## config.mk

```make
export PLATFORM = sky130hd
export DESIGN_NAME = reg_alu_pipe_flat
export DESIGN_NICKNAME = d
export VERILOG_FILES = /design/src/rtl/reg_alu_pipe_pkg.sv /design/src/rtl/reg_alu_pipe_if.sv /design/src/rtl/regfile_param.sv /design/src/rtl/reg_alu_pipe.sv /design/src/flat_wrapper.sv
export SDC_FILE = /design/constraint.sdc
export NUM_CORES = 1
export LEC_CHECK = 0
export ABC_AREA = 0
export ABC_CLOCK_PERIOD_IN_PS = 16710
export CAP_MARGIN = 20
export CORE_MARGIN = 2
export CORE_UTILIZATION = 61
export CTS_CLUSTER_DIAMETER = 60
export CTS_CLUSTER_SIZE = 16
export DETAILED_ROUTE_END_ITERATION = 6
export GPL_TIMING_DRIVEN = 0
export PLACE_DENSITY = 0.8
export SLEW_MARGIN = 20
export SYNTH_ARGS = -nofsm -noshare
export SYNTH_HDL_FRONTEND = slang
export SYNTH_SLANG_ARGS = --single-unit
```

## constraint.sdc

```tcl
create_clock -name clk -period 16.71 [get_ports clk]
set_input_delay 2.5065 -clock clk [delete_from_list [all_inputs] [get_ports clk]]
set_output_delay 2.5065 -clock clk [all_outputs]
set_load 0.03 [all_outputs]
```

## src/rtl/reg_alu_pipe_pkg.sv

```systemverilog
// rtl/reg_alu_pipe_pkg.sv - shared opcodes, writeback selects, PSR bit indices and FSM states
package reg_alu_pipe_pkg;

  localparam logic [3:0] OP_ADD = 4'd0;
  localparam logic [3:0] OP_SUB = 4'd1;
  localparam logic [3:0] OP_CMP = 4'd2;
  localparam logic [3:0] OP_AND = 4'd3;
  localparam logic [3:0] OP_OR  = 4'd4;
  localparam logic [3:0] OP_XOR = 4'd5;
  localparam logic [3:0] OP_MOV = 4'd6;
  localparam logic [3:0] OP_LSH = 4'd7;
  localparam logic [3:0] OP_MUL = 4'd8;

  localparam logic [1:0] WB_ALU  = 2'd0;
  localparam logic [1:0] WB_MEM  = 2'd1;
  localparam logic [1:0] WB_PC   = 2'd2;
  localparam logic [1:0] WB_NONE = 2'd3;

  localparam int PSR_C = 0;
  localparam int PSR_L = 1;
  localparam int PSR_F = 2;
  localparam int PSR_Z = 3;
  localparam int PSR_N = 4;
  localparam int PSR_W = 5;

  typedef enum logic {
    ST_RUN = 1'b0,
    ST_MUL = 1'b1
  } state_t;

  // Undefined opcodes, and MUL when the multiplier is not built, behave as MOV.
  function automatic logic [3:0] decode_op(input logic [3:0] op, input logic mul_en);
    if (op == OP_MUL) return mul_en ? OP_MUL : OP_MOV;
    if (op > OP_MUL) return OP_MOV;
    return op;
  endfunction

endpackage

```

## src/rtl/reg_alu_pipe_if.sv

```systemverilog
// rtl/reg_alu_pipe_if.sv - instruction, operand read-back and writeback signals of reg_alu_pipe
// master: instruction source (valid_in, rSrc, rDst, aluOp, imm_sel, imm, wb_sel, pc, mem_data)
// slave : pipeline (ready_out, dSrc, dDst, psr_out, wb_valid, wb_data)
interface reg_alu_pipe_if #(
  parameter int DATA_W = 16,
  parameter int REG_AW = 4
);
  logic              valid_in;
  logic              ready_out;
  logic [REG_AW-1:0] rSrc;
  logic [REG_AW-1:0] rDst;
  logic [3:0]        aluOp;
  logic              imm_sel;
  logic [DATA_W-1:0] imm;
  logic [1:0]        wb_sel;
  logic [DATA_W-1:0] pc;
  logic [DATA_W-1:0] mem_data;
  logic [DATA_W-1:0] dSrc;
  logic [DATA_W-1:0] dDst;
  logic [4:0]        psr_out;
  logic              wb_valid;
  logic [DATA_W-1:0] wb_data;

  modport master (
    output valid_in, rSrc, rDst, aluOp, imm_sel, imm, wb_sel, pc, mem_data,
    input  ready_out, dSrc, dDst, psr_out, wb_valid, wb_data
  );

  modport slave (
    input  valid_in, rSrc, rDst, aluOp, imm_sel, imm, wb_sel, pc, mem_data,
    output ready_out, dSrc, dDst, psr_out, wb_valid, wb_data
  );
endinterface

```

## src/rtl/regfile_param.sv

```systemverilog
// rtl/regfile_param.sv - REG_CNT x DATA_W register file, two combinational reads, one write
// clk, reset : clock, asynchronous active-high clear of every register
// we, wa, wd : synchronous write enable, address, data
// ra0/rd0, ra1/rd1 : combinational read ports
module regfile_param #(
  parameter int DATA_W  = 16,
  parameter int REG_CNT = 16,
  parameter int REG_AW  = $clog2(REG_CNT)
) (
  input  logic              clk,
  input  logic              reset,
  input  logic              we,
  input  logic [REG_AW-1:0] wa,
  input  logic [DATA_W-1:0] wd,
  input  logic [REG_AW-1:0] ra0,
  input  logic [REG_AW-1:0] ra1,
  output logic [DATA_W-1:0] rd0,
  output logic [DATA_W-1:0] rd1
);

  logic [DATA_W-1:0] mem [REG_CNT];

  always_ff @(posedge clk or posedge reset) begin
    if (reset) begin
      for (int i = 0; i < REG_CNT; i++) mem[i] <= '0;
    end else if (we) begin
      mem[wa] <= wd;
    end
  end

  assign rd0 = mem[ra0];
  assign rd1 = mem[ra1];

endmodule

```

## src/rtl/reg_alu_pipe.sv

```systemverilog
// rtl/reg_alu_pipe.sv - accept/EX/writeback ALU pipeline with bypass and shift-add multiplier
// clk, reset : clock, asynchronous active-high reset
// bus        : slave side of reg_alu_pipe_if (instruction in, operands/flags/writeback out)
module reg_alu_pipe
  import reg_alu_pipe_pkg::*;
#(
  parameter int DATA_W  = 16,
  parameter int REG_CNT = 16,
  parameter int REG_AW  = $clog2(REG_CNT),
  parameter int MUL_EN  = 1
) (
  input logic         clk,
  input logic         reset,
  reg_alu_pipe_if.slave bus
);

  localparam int               CNT_W    = $clog2(DATA_W);
  localparam logic [CNT_W-1:0] CNT_LAST = CNT_W'(DATA_W - 1);

  state_t            state;
  logic              ready_q;

  logic              ex_valid;
  logic [REG_AW-1:0] ex_rd;
  logic [3:0]        ex_op;
  logic [1:0]        ex_wb_sel;
  logic [DATA_W-1:0] ex_a;
  logic [DATA_W-1:0] ex_b;
  logic [DATA_W-1:0] ex_pc;
  logic [DATA_W-1:0] ex_mem;

  logic [DATA_W-1:0] mul_a;
  logic [DATA_W-1:0] mul_b;
  logic [DATA_W-1:0] mul_acc;
  logic [DATA_W-1:0] mul_acc_nxt;
  logic [CNT_W-1:0]  mul_cnt;

  logic [PSR_W-1:0]  psr_q;
  logic [PSR_W-1:0]  psr_next;
  logic              wb_valid_q;
  logic [DATA_W-1:0] wb_data_q;

  logic [DATA_W-1:0] rf_src;
  logic [DATA_W-1:0] rf_dst;
  logic [DATA_W-1:0] d_src;
  logic [DATA_W-1:0] d_dst;
  logic [DATA_W-1:0] op_a;
  logic [DATA_W-1:0] op_b;
  logic [DATA_W-1:0] alu_res;
  logic [DATA_W-1:0] ex_data;
  logic [DATA_W:0]   sum_ext;
  logic [DATA_W:0]   dif_ext;
  logic [DATA_W-1:0] neg_b;
  logic [3:0]        acc_op;
  logic              accept;
  logic              ex_we;

  // CMP never writes; wb_sel NONE suppresses the write but not the flag update.
  assign ex_we  = ex_valid && (ex_wb_sel != WB_NONE) && (ex_op != OP_CMP);
  assign accept = bus.valid_in && ready_q;
  assign acc_op = decode_op(bus.aluOp, MUL_EN != 0);

  regfile_param #(
    .DATA_W (DATA_W),
    .REG_CNT(REG_CNT),
    .REG_AW (REG_AW)
  ) u_regfile (
    .clk  (clk),
    .reset(reset),
    .we   (ex_we),
    .wa   (ex_rd),
    .wd   (ex_data),
    .ra0  (bus.rSrc),
    .ra1  (bus.rDst),
    .rd0  (rf_src),
    .rd1  (rf_dst)
  );

  // The EX result is written on the coming edge; bypass it so a dependent
  // instruction presented now reads the new value without a bubble.
  assign d_src = (ex_we && (ex_rd == bus.rSrc)) ? ex_data : rf_src;
  assign d_dst = (ex_we && (ex_rd == bus.rDst)) ? ex_data : rf_dst;
  assign op_a  = d_dst;
  assign op_b  = bus.imm_sel ? bus.imm : d_src;

  assign mul_acc_nxt = mul_acc + (mul_b[0] ? mul_a : '0);

  always_comb begin
    sum_ext  = {1'b0, ex_a} + {1'b0, ex_b};
    dif_ext  = {1'b0, ex_a} - {1'b0, ex_b};
    neg_b    = '0 - ex_b;
    alu_res  = ex_b;
    psr_next = psr_q;
    case (ex_op)
      OP_ADD: begin
        alu_res         = sum_ext[DATA_W-1:0];
        psr_next[PSR_C] = sum_ext[DATA_W];
        psr_next[PSR_F] = (ex_a[DATA_W-1] == ex_b[DATA_W-1]) &&
                          (sum_ext[DATA_W-1] != ex_a[DATA_W-1]);
      end
      OP_SUB: begin
        alu_res         = dif_ext[DATA_W-1:0];
        psr_next[PSR_C] = dif_ext[DATA_W];
        psr_next[PSR_F] = (ex_a[DATA_W-1] != ex_b[DATA_W-1]) &&
                          (dif_ext[DATA_W-1] != ex_a[DATA_W-1]);
      end
      OP_CMP: begin
        alu_res         = ex_a;
        psr_next[PSR_Z] = (ex_a == ex_b);
        psr_next[PSR_L] = (ex_b < ex_a);
        psr_next[PSR_N] = ($signed(ex_b) < $signed(ex_a));
      end
      OP_AND: alu_res = ex_a & ex_b;
      OP_OR:  alu_res = ex_a | ex_b;
      OP_XOR: alu_res = ex_a ^ ex_b;
      // Negative B shifts right by its magnitude (low 4 bits only).
      OP_LSH: alu_res = ex_b[DATA_W-1] ? (ex_a >> neg_b[3:0]) : (ex_a << ex_b[3:0]);
      default: alu_res = ex_b;
    endcase
  end

  always_comb begin
    case (ex_wb_sel)
      WB_MEM:  ex_data = ex_mem;
      WB_PC:   ex_data = ex_pc;
      default: ex_data = alu_res;
    endcase
  end

  always_ff @(posedge clk or posedge reset) begin
    if (reset) begin
      state     <= ST_RUN;
      ready_q   <= 1'b1;
      ex_valid  <= 1'b0;
      ex_rd     <= '0;
      ex_op     <= OP_MOV;
      ex_wb_sel <= WB_NONE;
      ex_a      <= '0;
      ex_b      <= '0;
      ex_pc     <= '0;
      ex_mem    <= '0;
      mul_a     <= '0;
      mul_b     <= '0;
      mul_acc   <= '0;
      mul_cnt   <= '0;
    end else begin
      case (state)
        ST_RUN: begin
          ex_valid <= 1'b0;
          if (accept) begin
            ex_rd     <= bus.rDst;
            ex_wb_sel <= bus.wb_sel;
            ex_a      <= op_a;
            ex_b      <= op_b;
            ex_pc     <= bus.pc;
            ex_mem    <= bus.mem_data;
            if (acc_op == OP_MUL) begin
              state   <= ST_MUL;
              ready_q <= 1'b0;
              mul_a   <= op_a;
              mul_b   <= op_b;
              mul_acc <= '0;
              mul_cnt <= '0;
            end else begin
              ex_valid <= 1'b1;
              ex_op    <= acc_op;
            end
          end
        end
        ST_MUL: begin
          mul_acc <= mul_acc_nxt;
          mul_a   <= mul_a << 1;
          mul_b   <= mul_b >> 1;
          mul_cnt <= mul_cnt + CNT_W'(1);
          // Product re-enters EX as a MOV so it takes the normal writeback
          // and bypass path; MOV leaves every flag untouched.
          if (mul_cnt == CNT_LAST) begin
            state    <= ST_RUN;
            ready_q  <= 1'b1;
            ex_valid <= 1'b1;
            ex_op    <= OP_MOV;
            ex_b     <= mul_acc_nxt;
          end
        end
        default: state <= ST_RUN;
      endcase
    end
  end

  always_ff @(posedge clk or posedge reset) begin
    if (reset) begin
      psr_q      <= '0;
      wb_valid_q <= 1'b0;
      wb_data_q  <= '0;
    end else begin
      wb_valid_q <= ex_we;
      if (ex_valid) psr_q <= psr_next;
      if (ex_we) wb_data_q <= ex_data;
    end
  end

  assign bus.ready_out = ready_q;
  assign bus.dSrc      = d_src;
  assign bus.dDst      = d_dst;
  assign bus.psr_out   = psr_q;
  assign bus.wb_valid  = wb_valid_q;
  assign bus.wb_data   = wb_data_q;

endmodule

```

## src/flat_wrapper.sv

```systemverilog
// flat-port wrapper written by rule: the top's interface ports become plain ports
module reg_alu_pipe_flat import reg_alu_pipe_pkg::*;
#(
  parameter int DATA_W  = 16,
  parameter int REG_CNT = 16,
  parameter int REG_AW  = $clog2(REG_CNT),
  parameter int MUL_EN  = 1
)
  (clk, reset, bus_valid_in, bus_rSrc, bus_rDst, bus_aluOp, bus_imm_sel, bus_imm, bus_wb_sel, bus_pc, bus_mem_data, bus_ready_out, bus_dSrc, bus_dDst, bus_psr_out, bus_wb_valid, bus_wb_data);
  reg_alu_pipe_if #(.DATA_W(DATA_W), .REG_AW(REG_AW)) bus_i ();
  input logic clk;
  input logic reset;
  input wire logic [$bits(bus_i.valid_in)-1:0] bus_valid_in;
  input wire logic [$bits(bus_i.rSrc)-1:0] bus_rSrc;
  input wire logic [$bits(bus_i.rDst)-1:0] bus_rDst;
  input wire logic [$bits(bus_i.aluOp)-1:0] bus_aluOp;
  input wire logic [$bits(bus_i.imm_sel)-1:0] bus_imm_sel;
  input wire logic [$bits(bus_i.imm)-1:0] bus_imm;
  input wire logic [$bits(bus_i.wb_sel)-1:0] bus_wb_sel;
  input wire logic [$bits(bus_i.pc)-1:0] bus_pc;
  input wire logic [$bits(bus_i.mem_data)-1:0] bus_mem_data;
  output wire logic [$bits(bus_i.ready_out)-1:0] bus_ready_out;
  output wire logic [$bits(bus_i.dSrc)-1:0] bus_dSrc;
  output wire logic [$bits(bus_i.dDst)-1:0] bus_dDst;
  output wire logic [$bits(bus_i.psr_out)-1:0] bus_psr_out;
  output wire logic [$bits(bus_i.wb_valid)-1:0] bus_wb_valid;
  output wire logic [$bits(bus_i.wb_data)-1:0] bus_wb_data;
  assign bus_i.valid_in = bus_valid_in;
  assign bus_i.rSrc = bus_rSrc;
  assign bus_i.rDst = bus_rDst;
  assign bus_i.aluOp = bus_aluOp;
  assign bus_i.imm_sel = bus_imm_sel;
  assign bus_i.imm = bus_imm;
  assign bus_i.wb_sel = bus_wb_sel;
  assign bus_i.pc = bus_pc;
  assign bus_i.mem_data = bus_mem_data;
  assign bus_ready_out = bus_i.ready_out;
  assign bus_dSrc = bus_i.dSrc;
  assign bus_dDst = bus_i.dDst;
  assign bus_psr_out = bus_i.psr_out;
  assign bus_wb_valid = bus_i.wb_valid;
  assign bus_wb_data = bus_i.wb_data;
  reg_alu_pipe #(.DATA_W(DATA_W), .REG_CNT(REG_CNT), .REG_AW(REG_AW), .MUL_EN(MUL_EN)) u_core (.clk(clk), .reset(reset), .bus(bus_i));
endmodule
```

* Word-level counts from Yosys, hierarchy flattened
Cells that the tools add are included.
Operators by class: add/subtract/negate cells 5, magnitude comparators 7, equality and inequality tests 24, shifts and indexed selects 2, multiplexer cells 55, bitwise operators 7, reduce and logical (&&, ||, !) cells 17
Operators with widths (count):
- 16-bit two-way mux | 18
- 256-bit bitwise mux | 1
- 16-bit case mux with 2 select lines | 5
- 16-bit binary-select mux with 4-bit select | 2
- 16-bit case mux with 7 select lines | 1
- 16-bit demux with 4-bit select | 1
- 4-bit two-way mux | 9
- 16-bit less-than comparator | 2
- 16-bit by 16-bit adder with 17-bit output | 1
- 16-bit by 16-bit subtractor with 17-bit output | 1
- 16-bit adder | 1
- 16-bit AND | 1
- 16-bit equality test | 1
- 16-bit bitwise OR | 1
- 4-bit case mux with 2 select lines | 2
- 16-bit by 4-bit left shift with 16-bit output | 1
- 16-bit by 4-bit >> shifter with 16-bit output | 1
- 16-bit bitwise XOR | 1
- 5-bit >= comparator (second input constant) | 3
- 4-bit inverter with 5-bit output | 3
- 4-bit by 3-bit equality test with 1-bit output (second input constant) | 3
- 4-bit equality test (second input constant) | 3
- 1-bit two-way mux | 11
- 1-bit case mux with 2 select lines | 5
- 20 further kinds | 39
Storage, ports and cells: bits in registers 407, input bits 66

* Longest topological paths before layout
Gate-level depths: netlist of the first run.
depth in word-level cells 10, mapped depth 17, mapped depth without buffers 12

* Hierarchy
A second synthesis of the first run with hierarchy kept.
Second synthesis, totals: cells, all modules 2423, area, all modules 26558.0 um^2
Modules (own cells, without submodules):
- regfile_param | times used 1, cells an instance 852, area each 13487.9 um^2
- reg_alu_pipe | times used 1, cells an instance 1571, area each 13070.0 um^2

* Least setup slack after synthesis of the first run
No wires, ideal clock.
path type in2out, start in bus_rDst[1], end out bus_dDst[0], data arrival time 4.782 ns, setup slack 9.421 ns, cell stages on the path 7, cells stage by stage clkbuf_1 buf_1 clkbuf_1 mux4_2 mux4_2 mux2i_1 inv_1
Between the ends: cells in the longest elaborated chain, start to end 5, elaborated cells on any way between the ends 7, classes of those cells eq/ne: 1; mux: 4; bitwise: 1; reduce/logical: 1
RTL lines:
- start, declared | line flat_wrapper.sv:15 | input wire logic [$bits(bus_i.rDst)-1:0] bus_rDst;
- 4-bit inverter with 5-bit output (not written as such) | line regfile_param.sv:32 | assign rd1 = mem[ra1];
- 16-bit binary-select mux with 4-bit select | line regfile_param.sv:32
- 16-bit two-way mux (not written as such) (2 in series) | line regfile_param.sv:32
- 16-bit two-way mux (*) | line reg_alu_pipe.sv:82 | assign d_dst = (ex_we && (ex_rd == bus.rDst)) ? ex_data : rf_dst;
- end, declared | line flat_wrapper.sv:24 | output wire logic [$bits(bus_i.dDst)-1:0] bus_dDst;
Mark *: on every way between the ends. The rest lies on a longest branch, timed or not. The select of a mux whose other input is x is not followed.

* Worst setup path after layout of the first run
start in bus_rDst[1], end out bus_dDst[5]
The elaborated chain is that of the path after synthesis.

==> impl_metrics.tcl, run 1 <==
set metrics [dict create \
    reg2regPathDepth 14 \
    holdBufCountCts 0 \
    cts_setup_buffers 0 \
    grt_pass1_vias 22902 \
    seq_area_frac_synth 0.395 \
    crit_slowest_cell "buf_1" \
    max_stage_delay_ns 0.89 \
    max_cap_viol_count 0 \
    synth_flop_cell "dfrtp_1" \
    clk_latency_ns 0.58 \
    track_usage 0.437 \
    synth_edf_count 0 \
    syn_area_per_cell_um2 10.0 \
    hp-class "flip-flop to flip-flop" \
    via_per_inst 7.02 \
    start_kind "input port" \
    rr_startpoint "u_core.ex_b[1]" \
    crit_start "bus_rDst[1]" \
    grt_max_degree 103 \
    syn-num-nets 2729 \
    final_cell_area_um2 28800 \
    syn_to_final_growth_pct 11.6 \
    core_area_um2 41900 \
    postSynthCellCount 2572 \
    fmax_mhz 104 \
    arrival_ns 7.12 \
    die_w_um 210 \
    leakage_nw 12.8 \
    powerDensity_nw_per_um2 210 \
    globalRouteOverflowTotal 0 \
    rows 75 \
    die_area_um2 44000 \
    cts_tree "done" \
    cts_resized 0 \
    cp-end-kind "primary output" \
    drv_slew 0 \
    die_y_um 210 \
    initial_core_util 0.617 \
    drc 6 \
    yosysWarnings 0 \
    min_period_over_period 0.576 \
    worstMarginPinSlew_ns 1.40 \
    antenna_left 0 \
    setup_viol_count_final 0 \
    outcome "finished, violations left" \
    crit_chain "clkbuf_1 > buf_1 > buf_1 > mux4_2 > mux4_2 > mux2i_1 > inv_1 > clkdlybuf4s50_1" \
    placed_area_um2 27800 \
    path_depth 8 \
    gp_congestion 1.04 \
    drt_iter0_drc 2972 \
    synth.cell_area_um2 25800 \
    routed-via-count 23056 \
    final.setup_skew_ns 0.0349 \
    crit_path_max_fanout 10 \
    nets 2885 \
    wirelength_mm 95.1 \
    place_inst 3229 \
    dr.pass1.iters 7 \
    post-route-min-period_ns 9.63 \
    peakVddDrop_mv 0.121 \
    cp-endpoint "bus_dDst[5]" \
    layout-drive-gt1-share 0.152 \
    min_from "u_core.ex_pc[12]" \
    grt_pass1_wl_mm 142 \
    antenna_found_initial 1 \
    cts_buffers 35 \
    cts_root_buf "clkbuf_16" \
    critPathTopFamily "buffers and inverters" \
    clock_sinks 407 \
    hold_depth 2 \
    relSlewSlack 0.0686 \
    finalHoldViolCount 0 \
    rsz0062_at_grt "no" \
    htreeDepth 2 \
    wl_per_cell_um 28.9 \
    synth-seq-cells 407 \
    cp.required_ns 14.20 \
    r2r_setup_slack_ns 11.17 \
    cp_num_buf_inv 5 \
    criticalPathCategory "input port to primary output" \
    dp_hpwl_mm 71.9 \
    ys_types 93 \
    violations "DRC" \
    async_reset_ff_frac 1.00 \
    reg2reg_to "u_core.mul_b[9]" \
    cts.clk_slew.worst_paths_ns 0.07 \
    ios 121 \
    numPortBuffers 113 \
    final_cells 3285 \
    clockBufferDepth 3 \
]
==> final cells by class <==
type	instances	area, um^2
clock inverters	12	138
clock buffers	42	912
flip-flops and latches	407	10200
multi-input cells	1875	14500
repair buffers	119	1260
plain buffers	216	908
well taps	539	674
diodes	1	2.50
fillers	3095	13000
inverters	74	285
==> cells by family (layout without fill, tap and decap cells) <==
| logic type | after synthesis | count (layout) | synth area share |
|---|---|---|---|
| xor+xnor | 25 | 25 | 0.00848 |
| mux | 333 | 333 | 0.221 |
| flops | 407 | 407 | 0.395 |
| buf+inv | 290 | 463 | 0.0457 |
| simple gates | 876 | 876 | 0.146 |
| compound gates | 550 | 550 | 0.139 |
| fa+ha+maj | 91 | 91 | 0.0450 |
| other cells | 0 | 1 | 0 |
==> power breakdown <==
group	switching, mW	leakage, nW	internal, mW
Sequential	0.387	5.31	1.39
Combinational	2.21	7.03	1.25
Clock	0.399	0.506	0.411
Total	2.99	12.8	3.05
==> synthesized netlist by cell type (all sizes together), types with 5 or more instances <==
master	instances	area [um^2]
nand2	598	2240
dfrtp	402	10100
o21ai	210	1050
mux4	179	4030
clkbuf	154	578
mux2	115	1290
a21oi	88	448
ha	88	1100
nor2	86	323
inv	70	263
buf	62	325
mux2i	39	390
nor2b	34	213
o221ai	29	254
a21o	24	180
nand3	24	120
nor3	24	120
a211oi	23	173
o211ai	22	170
and2	21	131
and3	19	119
a31oi	17	119
nand2b	17	106
o21a	14	105
xnor2	14	123
a221o	13	130
or3	12	75.1
a211o	11	96.3
xor2	11	96.3
o31ai	10	93.8
a221oi	9	85.1
o21bai	9	67.6
o22ai	9	56.3
nor4	8	50.1
a22oi	7	52.6
o2111ai	7	61.3
nand4	6	37.5
a2111oi	5	50.0
a22o	5	43.8
dfstp	5	131
==> per-stage QoR <==
step	setup WS, ns	TNS (ns)	util	hold WS (ns)	total power, mW
detailed placement	7.19	0	0.663	0.465	5.07
floorplan	2.89	0	-	0.446	3.84
finish	7.08	0	0.689	0.482	6.04
global placement	-1.36	-523.73	0.660	0.460	4.95
CTS	7.20	0	0.688	0.481	5.90
global route	7.17	0	0.689	0.499	6.29
==> sequential cells by signal, summed over array words and instances, names as in the netlist <==
register              count
u_core.bus.psr_out        5
u_core.bus.ready_out      1
u_core.bus.wb_data       16
u_core.bus.wb_valid       1
u_core.ex_a              16
u_core.ex_b              16
u_core.ex_mem            16
u_core.ex_op              4
u_core.ex_pc             16
u_core.ex_rd              4
u_core.ex_valid           1
u_core.ex_wb_sel          2
u_core.mul_a             16
u_core.mul_acc           16
u_core.mul_b             16
u_core.mul_cnt            4
u_core.state              1
u_core.u_regfile.mem    256
==> cells in the final DEF (no fill, tap or decap), drive strengths merged, types with 17 or more instances in the layout <==
| cell | instances |
|---|---|
| and2 | 21 |
| mux2i | 39 |
| nand2 | 598 |
| nor2b | 34 |
| dfrtp | 402 |
| nor2 | 86 |
| mux4 | 179 |
| buf | 65 |
| clkdlybuf4s50 | 113 |
| o221ai | 29 |
| nand3 | 24 |
| nor3 | 24 |
| a21oi | 88 |
| and3 | 19 |
| o211ai | 22 |
| o21ai | 210 |
| clkbuf | 199 |
| inv | 74 |
| a31oi | 17 |
| mux2 | 115 |
| nand2b | 17 |
| a211oi | 23 |
| a21o | 24 |
| ha | 88 |
==> worst min path at each step <==
stage                                  endpoint  slack [ns]
after floorplan                u_core.ex_pc[11]        0.45
after global placement    u_core.bus.wb_data[6]        0.46
after detailed placement      u_core.ex_mem[11]        0.46
after CTS                     u_core.ex_mem[11]        0.48
after global routing      u_core.bus.psr_out[3]        0.50
final                          u_core.ex_pc[12]        0.48
==> layer usage <==
layer / wire length [um] / up-vias / track usage / share of wire
li1: - / 9555 / - / -
met1: 33700 / 11407 / 0.544 / 0.35
met2: 43700 / 1670 / 0.684 / 0.46
met3: 9790 / 424 / 0.0979 / 0.10
met4: 7940 / 0 / 0.308 / 0.084
met5: 0 / - / 0 / 0
==> worst reg2reg max path: stages, from the launching register on <==
cell      delay [ns]
dfrtp_1         0.44
buf_2           0.25
buf_2           0.27
inv_1           0.28
ha_1            0.37
clkbuf_1        0.38
mux2i_1         0.31
o22ai_1         0.23
mux2i_1         0.25
nor3_1          0.09
a21oi_1         0.44
nand4_1         0.24
o221a_2         0.38
a221oi_1        1.13
o221ai_1        0.30
(Power assumes the default switching activity.)
==> run 2: changes to the inputs <==
--- a/config.mk
+++ b/config.mk
@@ -6,15 +6,15 @@
 export NUM_CORES = 1
 export LEC_CHECK = 0
 export ABC_AREA = 0
-export ABC_CLOCK_PERIOD_IN_PS = 16710
+export ABC_CLOCK_PERIOD_IN_PS = 8740
 export CAP_MARGIN = 20
 export CORE_MARGIN = 2
-export CORE_UTILIZATION = 61
+export CORE_UTILIZATION = 56
 export CTS_CLUSTER_DIAMETER = 60
 export CTS_CLUSTER_SIZE = 16
 export DETAILED_ROUTE_END_ITERATION = 6
 export GPL_TIMING_DRIVEN = 0
-export PLACE_DENSITY = 0.8
+export PLACE_DENSITY = 0.78
 export SLEW_MARGIN = 20
 export SYNTH_ARGS = -nofsm -noshare
 export SYNTH_HDL_FRONTEND = slang
==> constraint.sdc (replaced) <==
create_clock -name clk -period 8.74 [get_ports clk]
set_input_delay 1.311 -clock clk [delete_from_list [all_inputs] [get_ports clk]]
set_output_delay 1.311 -clock clk [all_outputs]
set_load 0.03 [all_outputs]
==> run 2 against run 1 <==
  * Utilization down 4.4 points
  * Flip-flop and latch count stayed put
  * Critical path type is now flip-flop to primary output
  * The flow now finishes without violations
  * Worst setup slack worse by 6.0 ns
==> impl_metrics.tcl, run 2 (synthesis gave the netlist of run 1 again) <==
set metrics [dict create \
    outcome "complete, no violations" \
    total_power_mw 11.7 \
    layout_commonest_cell "nand2_1" \
    cts.clk_slew.worst_paths_ns 0.07 \
    worstMarginPinSlew_ns 1.19 \
    cts_root_buf "clkbuf_16" \
    post-route-min-period_ns 7.64 \
    crit_path_max_fanout 11 \
    cp.required_ns 7.43 \
    powerDensity_nw_per_um2 399 \
    rr_startpoint "u_core.ex_b[1]" \
    cts_resized 0 \
    peakVddDrop_mv 0.260 \
    place_inst 3300 \
    initial_core_util 0.568 \
    via_per_inst 6.75 \
    numPortBuffers 113 \
    syn_to_final_growth_pct 13.5 \
    globalRouteOverflowTotal 0 \
    largest_reg_flops 256 \
    antenna_found_initial 3 \
    wl_per_cell_um 28.1 \
    nFillCells 3640 \
    routed-via-count 22678 \
    cts_tree "done" \
    relSlewSlack 0.194 \
    reg2regPathDepth 15 \
    drv_slew 0 \
    cp-end-kind "primary output" \
    cts_setup_buffers 0 \
    dr.pass1.iters 6 \
    nets 2898 \
    rsz0062_at_grt "no" \
    htreeDepth 2 \
    grt_max_degree 36 \
    clock_sinks 407 \
    largest-register "u_core.u_regfile.mem" \
    die_area_um2 47900 \
    ios 121 \
    drt_iter0_drc 2513 \
    dp_hpwl_mm 72.8 \
    leakage_nw 13.0 \
    final.setup_skew_ns 0.0213 \
    core_area_um2 45500 \
    max_cap_viol_count 0 \
    placed_area_um2 28000 \
    setup_viol_count_final 0 \
    post-route-util 0.645 \
    r2r_setup_slack_ns 3.35 \
    wirelength_mm 94.5 \
    fmax_mhz 131 \
    hp-class "flip-flop to flip-flop" \
    cts_buffers 37 \
    setup_tns_ns 0 \
    drc 0 \
    layout_common_cells "598 x nand2_1, 402 x dfrtp_1, 179 x mux4_2, 179 x o21ai_0, 154 x clkbuf_1" \
    min_period_over_period 0.874 \
    clk_latency_ns 0.58 \
    track_usage 0.404 \
    finalHoldViolCount 0 \
    hold_depth 2 \
    die_y_um 219 \
    reg2reg_to "u_core.ex_b[7]" \
    min_from "u_core.bus.wb_data[0]" \
    die_w_um 219 \
    start_kind "flip-flop" \
    grt_pass1_vias 22732 \
    final_cells 3361 \
    hold_path_end "u_core.bus.wb_data[0]" \
    holdBufCountCts 0 \
    clockBufferDepth 3 \
    num_antenna_cells 0 \
    criticalPathCategory "flip-flop to primary output" \
    layout-drive-gt1-share 0.159 \
    final_cell_area_um2 29300 \
    arrival_ns 6.33 \
    rows 78 \
    gp_congestion 1.08 \
    antenna_left 0 \
    grt_pass1_wl_mm 143 \
]
-- run 2: cell types whose count changed in the layout (fill, tap and decap cells not counted), sizes merged --
cell and delta:
bufinv +4, clkinv +2, inv +1, clkbuf -3
buf +12, diode -1
-- run 2: worst max-delay path by stage --
| stage | slack [ns] | end | start |
|---|---|---|---|
| 2_1_floorplan | 1.95 | u_core.bus.psr_out[0] | reset |
| 3_3_place_gp | -0.54 | u_core.u_regfile.mem[19] | reset |
| 6_report | 1.10 | bus_dSrc[15] | u_core.ex_b[2] |
| 3_5_place_dp | 1.68 | bus_dDst[9] | bus_rDst[0] |
| 4_1_cts | 1.27 | bus_dDst[7] | u_core.ex_b[1] |
| 5_1_grt | 0.96 | bus_dSrc[15] | u_core.ex_b[2] |
-- run 2: routing by layer --
layer | routed length, um | vias up | track usage
li1 | - | 9615 | -
met3 | 8470 | 389 | 0.0770
met1 | 34400 | 11148 | 0.504
met2 | 44200 | 1520 | 0.647
met5 | 33 | - | 0
met4 | 7480 | 6 | 0.265
-- run 2: final cells by class --
cell class / instances / area [um^2] / area share
multi-input combinational: 1875 / 14500 / 0.493
sequential: 407 / 10200 / 0.348
timing repair buffer: 130 / 1460 / 0.0498
clock buffer: 40 / 990 / 0.0338
buffer: 216 / 907 / 0.0309
tap: 600 / 751 / 0.0256
inverter: 74 / 282 / 0.00960
clock inverter: 19 / 269 / 0.00918
-- run 2: where the power goes --
group	switching [mW]	internal [mW]	leakage, nW	total (mW)
logic	4.16	2.40	7.12	6.57
registers	0.724	2.65	5.31	3.37
clock network	0.782	0.979	0.620	1.76
-- run 2: critical path, cell delays in order, from the launching register on --
cell and delay [ns]:
dfrtp_1 0.43, buf_2 0.22, inv_1 0.16, buf_1 0.59
ha_1 0.37, buf_2 0.18, nor2b_1 0.15, a2111oi_2 0.65
o21ai_0 0.21, o2111ai_1 0.37, nand3_1 0.23, o31ai_2 0.81
clkbuf_1 0.46, o21ai_0 0.27, clkdlybuf4s50_1 0.66
-- run 2: stage by stage --
stage / hold slack (ns) / worst slack, ns
floorplan: 0.446 / 1.95
global placement: 0.459 / -0.541
detailed placement: 0.463 / 1.68
CTS: 0.481 / 1.27
global route: 0.503 / 0.964
finish: 0.482 / 1.10
